===== config.mk =====
export PLATFORM = sky130hd
export DESIGN_NAME = axis_block_detector
export DESIGN_NICKNAME = d
export VERILOG_FILES = /design/src/rtl/axis_block_detector_pkg.sv /design/src/rtl/axis_stall_fsm.sv /design/src/rtl/axis_block_detector.sv
export SDC_FILE = /design/constraint.sdc
export NUM_CORES = 1
export LEC_CHECK = 0
export ABC_AREA = 1
export CAP_MARGIN = 10
export CELL_PAD_IN_SITES_DETAIL_PLACEMENT = 0
export CELL_PAD_IN_SITES_GLOBAL_PLACEMENT = 1
export CORE_UTILIZATION = 43
export DETAILED_ROUTE_END_ITERATION = 12
export PLACE_DENSITY = 0.86
export SLEW_MARGIN = 10
export SYNTH_ARGS = -nofsm -noshare
export SYNTH_HDL_FRONTEND = slang
export SYNTH_SLANG_ARGS = --single-unit

===== constraint.sdc =====
create_clock -name clock -period 4.55 [get_ports clock]
set_clock_uncertainty 0.05 [all_clocks]
set_input_delay 0.455 -clock clock [delete_from_list [all_inputs] [get_ports clock]]
set_output_delay 0.455 -clock clock [all_outputs]
set_load 0.1 [all_outputs]

===== src/rtl/axis_block_detector_pkg.sv =====
// Shared types and defaults for the AXI-Stream block detector.
// Holds the per-channel FSM state encoding and the stall-condition helper.
package axis_block_detector_pkg;

  typedef enum logic [1:0] {
    StIdle    = 2'd0,
    StStall   = 2'd1,
    StBlocked = 2'd2
  } stall_state_e;

  localparam int unsigned DefaultStallThresh = 16;

  // dir=0: the DUT reads, so a stall means the DUT is ready and nothing arrives.
  // dir=1: the DUT writes, so a stall means data is offered and nobody takes it.
  function automatic logic stall_cond(input logic dir, input logic enable,
                                      input logic tvalid, input logic tready);
    if (dir) begin
      return enable & tvalid & ~tready;
    end
    return enable & tready & ~tvalid;
  endfunction

endpackage


===== src/rtl/axis_stall_fsm.sv =====
// Single-channel stall tracker: IDLE -> STALL -> BLOCKED with an 8-bit
// consecutive-stall counter.
module axis_stall_fsm
  import axis_block_detector_pkg::*;
#(
  parameter int unsigned STALL_THRESH = DefaultStallThresh
) (
  input  logic clock,
  input  logic reset,
  input  logic enable_i,
  input  logic stall_i,
  output logic blocked_o,
  output logic enter_o
);

  localparam logic [7:0] ThreshM1 = 8'(STALL_THRESH - 1);

  stall_state_e state_q, state_d;
  logic [7:0]   count_q, count_d;

  always_comb begin
    state_d = state_q;
    count_d = count_q;
    if (!enable_i) begin
      state_d = StIdle;
      count_d = '0;
    end else begin
      unique case (state_q)
        StIdle: begin
          if (stall_i) begin
            state_d = StStall;
            count_d = 8'd1;
          end
        end
        StStall: begin
          if (!stall_i) begin
            state_d = StIdle;
            count_d = '0;
          end else if (count_q == ThreshM1) begin
            state_d = StBlocked;
            count_d = count_q + 8'd1;
          end else begin
            count_d = count_q + 8'd1;
          end
        end
        StBlocked: begin
          if (!stall_i) begin
            state_d = StIdle;
            count_d = '0;
          end
        end
        default: begin
          state_d = StIdle;
          count_d = '0;
        end
      endcase
    end
  end

  always_ff @(posedge clock) begin
    if (reset) begin
      state_q <= StIdle;
      count_q <= '0;
    end else begin
      state_q <= state_d;
      count_q <= count_d;
    end
  end

  assign blocked_o = (state_q == StBlocked);
  // High on the edge that moves this channel into BLOCKED.
  assign enter_o   = (state_d == StBlocked) && (state_q != StBlocked);

endmodule


===== src/rtl/axis_block_detector.sv =====
// Per-channel AXI-Stream blocking detector with first-blocker capture and a
// saturating count of cycles spent with any channel blocked.
module axis_block_detector
  import axis_block_detector_pkg::*;
#(
  parameter int unsigned            NUM_CH       = 4,
  parameter int unsigned            STALL_THRESH = DefaultStallThresh,
  parameter logic [NUM_CH-1:0]      CH_DIR       = 4'b1100,
  localparam int unsigned           IdxW         = (NUM_CH > 1) ? $clog2(NUM_CH) : 1
) (
  input  logic              clock,
  input  logic              reset,
  input  logic              enable,
  input  logic              clear,
  input  logic [NUM_CH-1:0] tvalid,
  input  logic [NUM_CH-1:0] tready,
  output logic [NUM_CH-1:0] axis_block_sigs,
  output logic              any_block,
  output logic [IdxW-1:0]   first_block_idx,
  output logic              first_valid,
  output logic [15:0]       stall_cycles
);

  logic [NUM_CH-1:0] stall;
  logic [NUM_CH-1:0] blocked;
  logic [NUM_CH-1:0] enter;

  for (genvar i = 0; i < NUM_CH; i++) begin : g_ch
    assign stall[i] = stall_cond(CH_DIR[i], enable, tvalid[i], tready[i]);

    axis_stall_fsm #(
      .STALL_THRESH(STALL_THRESH)
    ) u_fsm (
      .clock    (clock),
      .reset    (reset),
      .enable_i (enable),
      .stall_i  (stall[i]),
      .blocked_o(blocked[i]),
      .enter_o  (enter[i])
    );
  end

  assign axis_block_sigs = blocked;
  assign any_block       = |blocked;

  // Lowest-index channel entering BLOCKED this cycle.
  logic [IdxW-1:0] enter_idx;
  always_comb begin
    enter_idx = '0;
    for (int i = NUM_CH - 1; i >= 0; i--) begin
      if (enter[i]) begin
        enter_idx = IdxW'(i);
      end
    end
  end

  logic            first_valid_q, first_valid_d;
  logic [IdxW-1:0] first_idx_q, first_idx_d;
  logic [15:0]     stall_cycles_q, stall_cycles_d;

  always_comb begin
    first_valid_d  = first_valid_q;
    first_idx_d    = first_idx_q;
    stall_cycles_d = stall_cycles_q;
    if (clear) begin
      first_valid_d  = 1'b0;
      first_idx_d    = '0;
      stall_cycles_d = '0;
    end else begin
      if (!first_valid_q && (|enter)) begin
        first_valid_d = 1'b1;
        first_idx_d   = enter_idx;
      end
      if (any_block && (stall_cycles_q != 16'hFFFF)) begin
        stall_cycles_d = stall_cycles_q + 16'd1;
      end
    end
  end

  always_ff @(posedge clock) begin
    if (reset) begin
      first_valid_q  <= 1'b0;
      first_idx_q    <= '0;
      stall_cycles_q <= '0;
    end else begin
      first_valid_q  <= first_valid_d;
      first_idx_q    <= first_idx_d;
      stall_cycles_q <= stall_cycles_d;
    end
  end

  assign first_valid     = first_valid_q;
  assign first_block_idx = first_idx_q;
  assign stall_cycles    = stall_cycles_q;

endmodule


==> qor.csv <==
metric,value,unit
status,"finished, final reports clean",
post-route-min-period,2.77,ns
slew_headroom,0.331,
crit_path_start_kind,flip-flop,
holdPathEnd,g_ch[3].u_fsm.count_q[3]$_SDFFE_PP0P_,
die_y,87.3,µm
fp.dieW,87.3,µm
gr-total-overflow,0,
r2r_start,stall_cycles[0]$_SDFFE_PP0P_,
dieArea,7620,µm²
worst_pin_slew,1.00,ns
ir_drop,0.129,mV
totalPowerFinal,968,µW
drt_iter0_drc,140,
synth_seq_area_share,0.377,
finalCritPeriodShare,0.609,
cts-root-buf,clkbuf_8,
synth_seq_cells,59,
syn_nets,469,
reg2regPathDepth,8,
rr_endpoint,stall_cycles[12]$_SDFFE_PP0P_,
viasPerCell,4.94,
row_count,30,
synth_compound_area_frac,0.155,
synth_cell_types,35,
fin_nets,505,
place.gp.congestion,0.808,
crit_arrival,2.27,ns
dpl.hpwl,5200,µm
ff_latch_area,1180,µm²
io_pins,36,
cts_tree,built,
ys.flop_type,dfxtp_1,
synth-simple-area-share,0.327,
postCtsSetupBuffers,0,
ant_nets,0,
hold_depth,2,
worstPathRequired,4.05,ns
postSynthCellCount,452,
wl,7210,µm
cp_slowest_cell,clkdlybuf4s50_1,
antenna_cells,0,
start_util,0.453,
syn-cell-area,3130,µm²
fin_setup_tns,0,ns
yosysTopAreaCellShare,0.377,
cts_buffers,9,
clkTransAtPathRegs,0.06,ns
final-setup-viol-count,0,
cp_cell_sequence,inv_1 -> nand2_1 -> o2111ai_2 -> clkdlybuf4s50_1,
max_stage_delay,1.20,ns
worstHoldStart,g_ch[3].u_fsm.count_q[3]$_SDFFE_PP0P_,
hp-class,reg2reg,
synth-async-reset-ratio,0,
synth_area_leaders,"dfxtp_1 38%, nand2_1 14%, a21oi_1 8.0%, nand3_1 6.2%, inv_1 5.3%",
grt_pass1_vias,2613,
portBuffers,35,
synth_common_cells,"120 x nand2_1, 59 x dfxtp_1, 50 x a21oi_1",
synth_top_family_by_area,simple AND/OR/NAND/NOR gates,
r2r_slack,2.66,ns
htreeDepth,3,
firstDrtPassIters,4,
vias,2907,
final_layout_size_suffix_gt1_frac,0.0772,
multi_input_comb_area,1690,µm²
core_area,6910,µm²
routedWlPerCell,12.3,µm
cts.sinks,59,
fmax,361,MHz
power_density,262,nW/µm²
clockBufferDepth,2,
rsz0062_at_grt,no,
synth_edf_count,0,
cts_resized,0,
yosysTopAreaCell,dfxtp_1,
path_max_fanout,3,
muxShareOfSynthArea,0,
end_kind,output pin,
leakage,0.00123,µW
ys.warnings.count,0,
synthToLayoutAreaGrowth,17.9,%
drv_slew,0,
grt.total_usage,0.203,
grt_pass1_wl,12100,µm
drc,0,
hold_viol_final,0,
cap_violations,0,
synth_most_common_cell,nand2_1,
grt_antenna_before_repair,0,
synthXorXnorAreaFrac,0.0392,
postSynthAreaPerCell,6.92,µm²
holdBufCountCts,0,
grt_max_degree,24,
synth_adder_area_share,0.0200,
fillers,726,
critPathKind,reg2out,
clk-insertion-delay-late,0.33,ns
## registers in the layout, indices dropped and copies added (netlist names)
signal and cells:
g_ch.u_fsm.count_q 32, g_ch.u_fsm.state_q 8, first_block_idx 2, first_valid 1
stall_cycles 16
## routing by layer
metal,vias to the layer above,share of wire,track usage
met3,9,0.043,0.0464
li1,1547,-,-
met5,-,0,0
met4,0,0.012,0.0715
met2,63,0.45,0.319
met1,1288,0.50,0.273
## layout make-up
| class | instances | share of cell area |
|---|---|---|
| Multi-Input combinational cell | 334 | 0.459 |
| Sequential cell | 59 | 0.320 |
| Timing Repair Buffer | 35 | 0.0949 |
| Inverter | 49 | 0.0498 |
| Clock buffer | 12 | 0.0393 |
| Tap cell | 96 | 0.0326 |
| Clock inverter | 3 | 0.00407 |
## metrics by stage
stage          worst slack [ns]  instance area (µm²)  cells  utilization  hold slack [ns]
3_5_place_dp               2.14                 3530    573        0.511            0.410
5_1_grt                    1.71                 3690    588        0.534            0.448
2_1_floorplan              2.17                 3130    452            -            0.390
4_1_cts                    1.78                 3690    588        0.534            0.419
6_report                   1.78                 3690    588        0.534            0.417
3_3_place_gp               2.18                 3530    573        0.511            0.398
## worst max path at each step
stage / cells past startpoint / from / to / slack (ns)
3_3_place_gp: 4 / g_ch[0].u_fsm.state_q[0]$_SDFF_PP0_ / any_block / 2.18
2_1_floorplan: 9 / stall_cycles[0]$_SDFFE_PP0P_ / stall_cycles[14]$_SDFFE_PP0P_ / 2.17
5_1_grt: 4 / g_ch[0].u_fsm.state_q[0]$_SDFF_PP0_ / any_block / 1.71
6_report: 4 / g_ch[0].u_fsm.state_q[0]$_SDFF_PP0_ / any_block / 1.78
3_5_place_dp: 4 / reset / g_ch[3].u_fsm.count_q[0]$_SDFFE_PP0P_ / 2.14
4_1_cts: 4 / g_ch[0].u_fsm.state_q[0]$_SDFF_PP0_ / any_block / 1.78
## worst max-delay path: cells and delay by family (launching register included)
kind,cells,cell delay (ns)
DFF,1,0.33
and+or+nand+nor,1,0.13
buffers and inverters,2,1.33
AOI/OAI and AO/OA,1,0.14
## power breakdown
part | total, µW | internal, µW | switching, µW
sequential | 520 | 518 | 1.96
clock | 406 | 207 | 199
combinational | 42.1 | 14.8 | 27.4
total | 968 | 740 | 228
## logic make-up (layout without fill, tap and decap cells)
family                   Yosys count  after routing
AND/OR/NAND/NOR                  230            230
AO/OA/AOI/OAI                     85             85
flip-flops                        59             59
buffers and inverters             59             99
XOR/XNOR                          14             14
adder cells (fa/ha/maj)            5              5
## layout by cell type, fill, tap and decap left out, types with 8 or more instances in the layout
cell type        count
nand2_1            120
dfxtp_1             59
a21oi_1             50
inv_1               44
nor2_1              44
nand3_1             39
clkdlybuf4s50_1     35
o21ai_0             16
xor2_1              11
clkbuf_8            10
a211oi_1             8
Note: power is estimated with default switching activity, not from simulation.
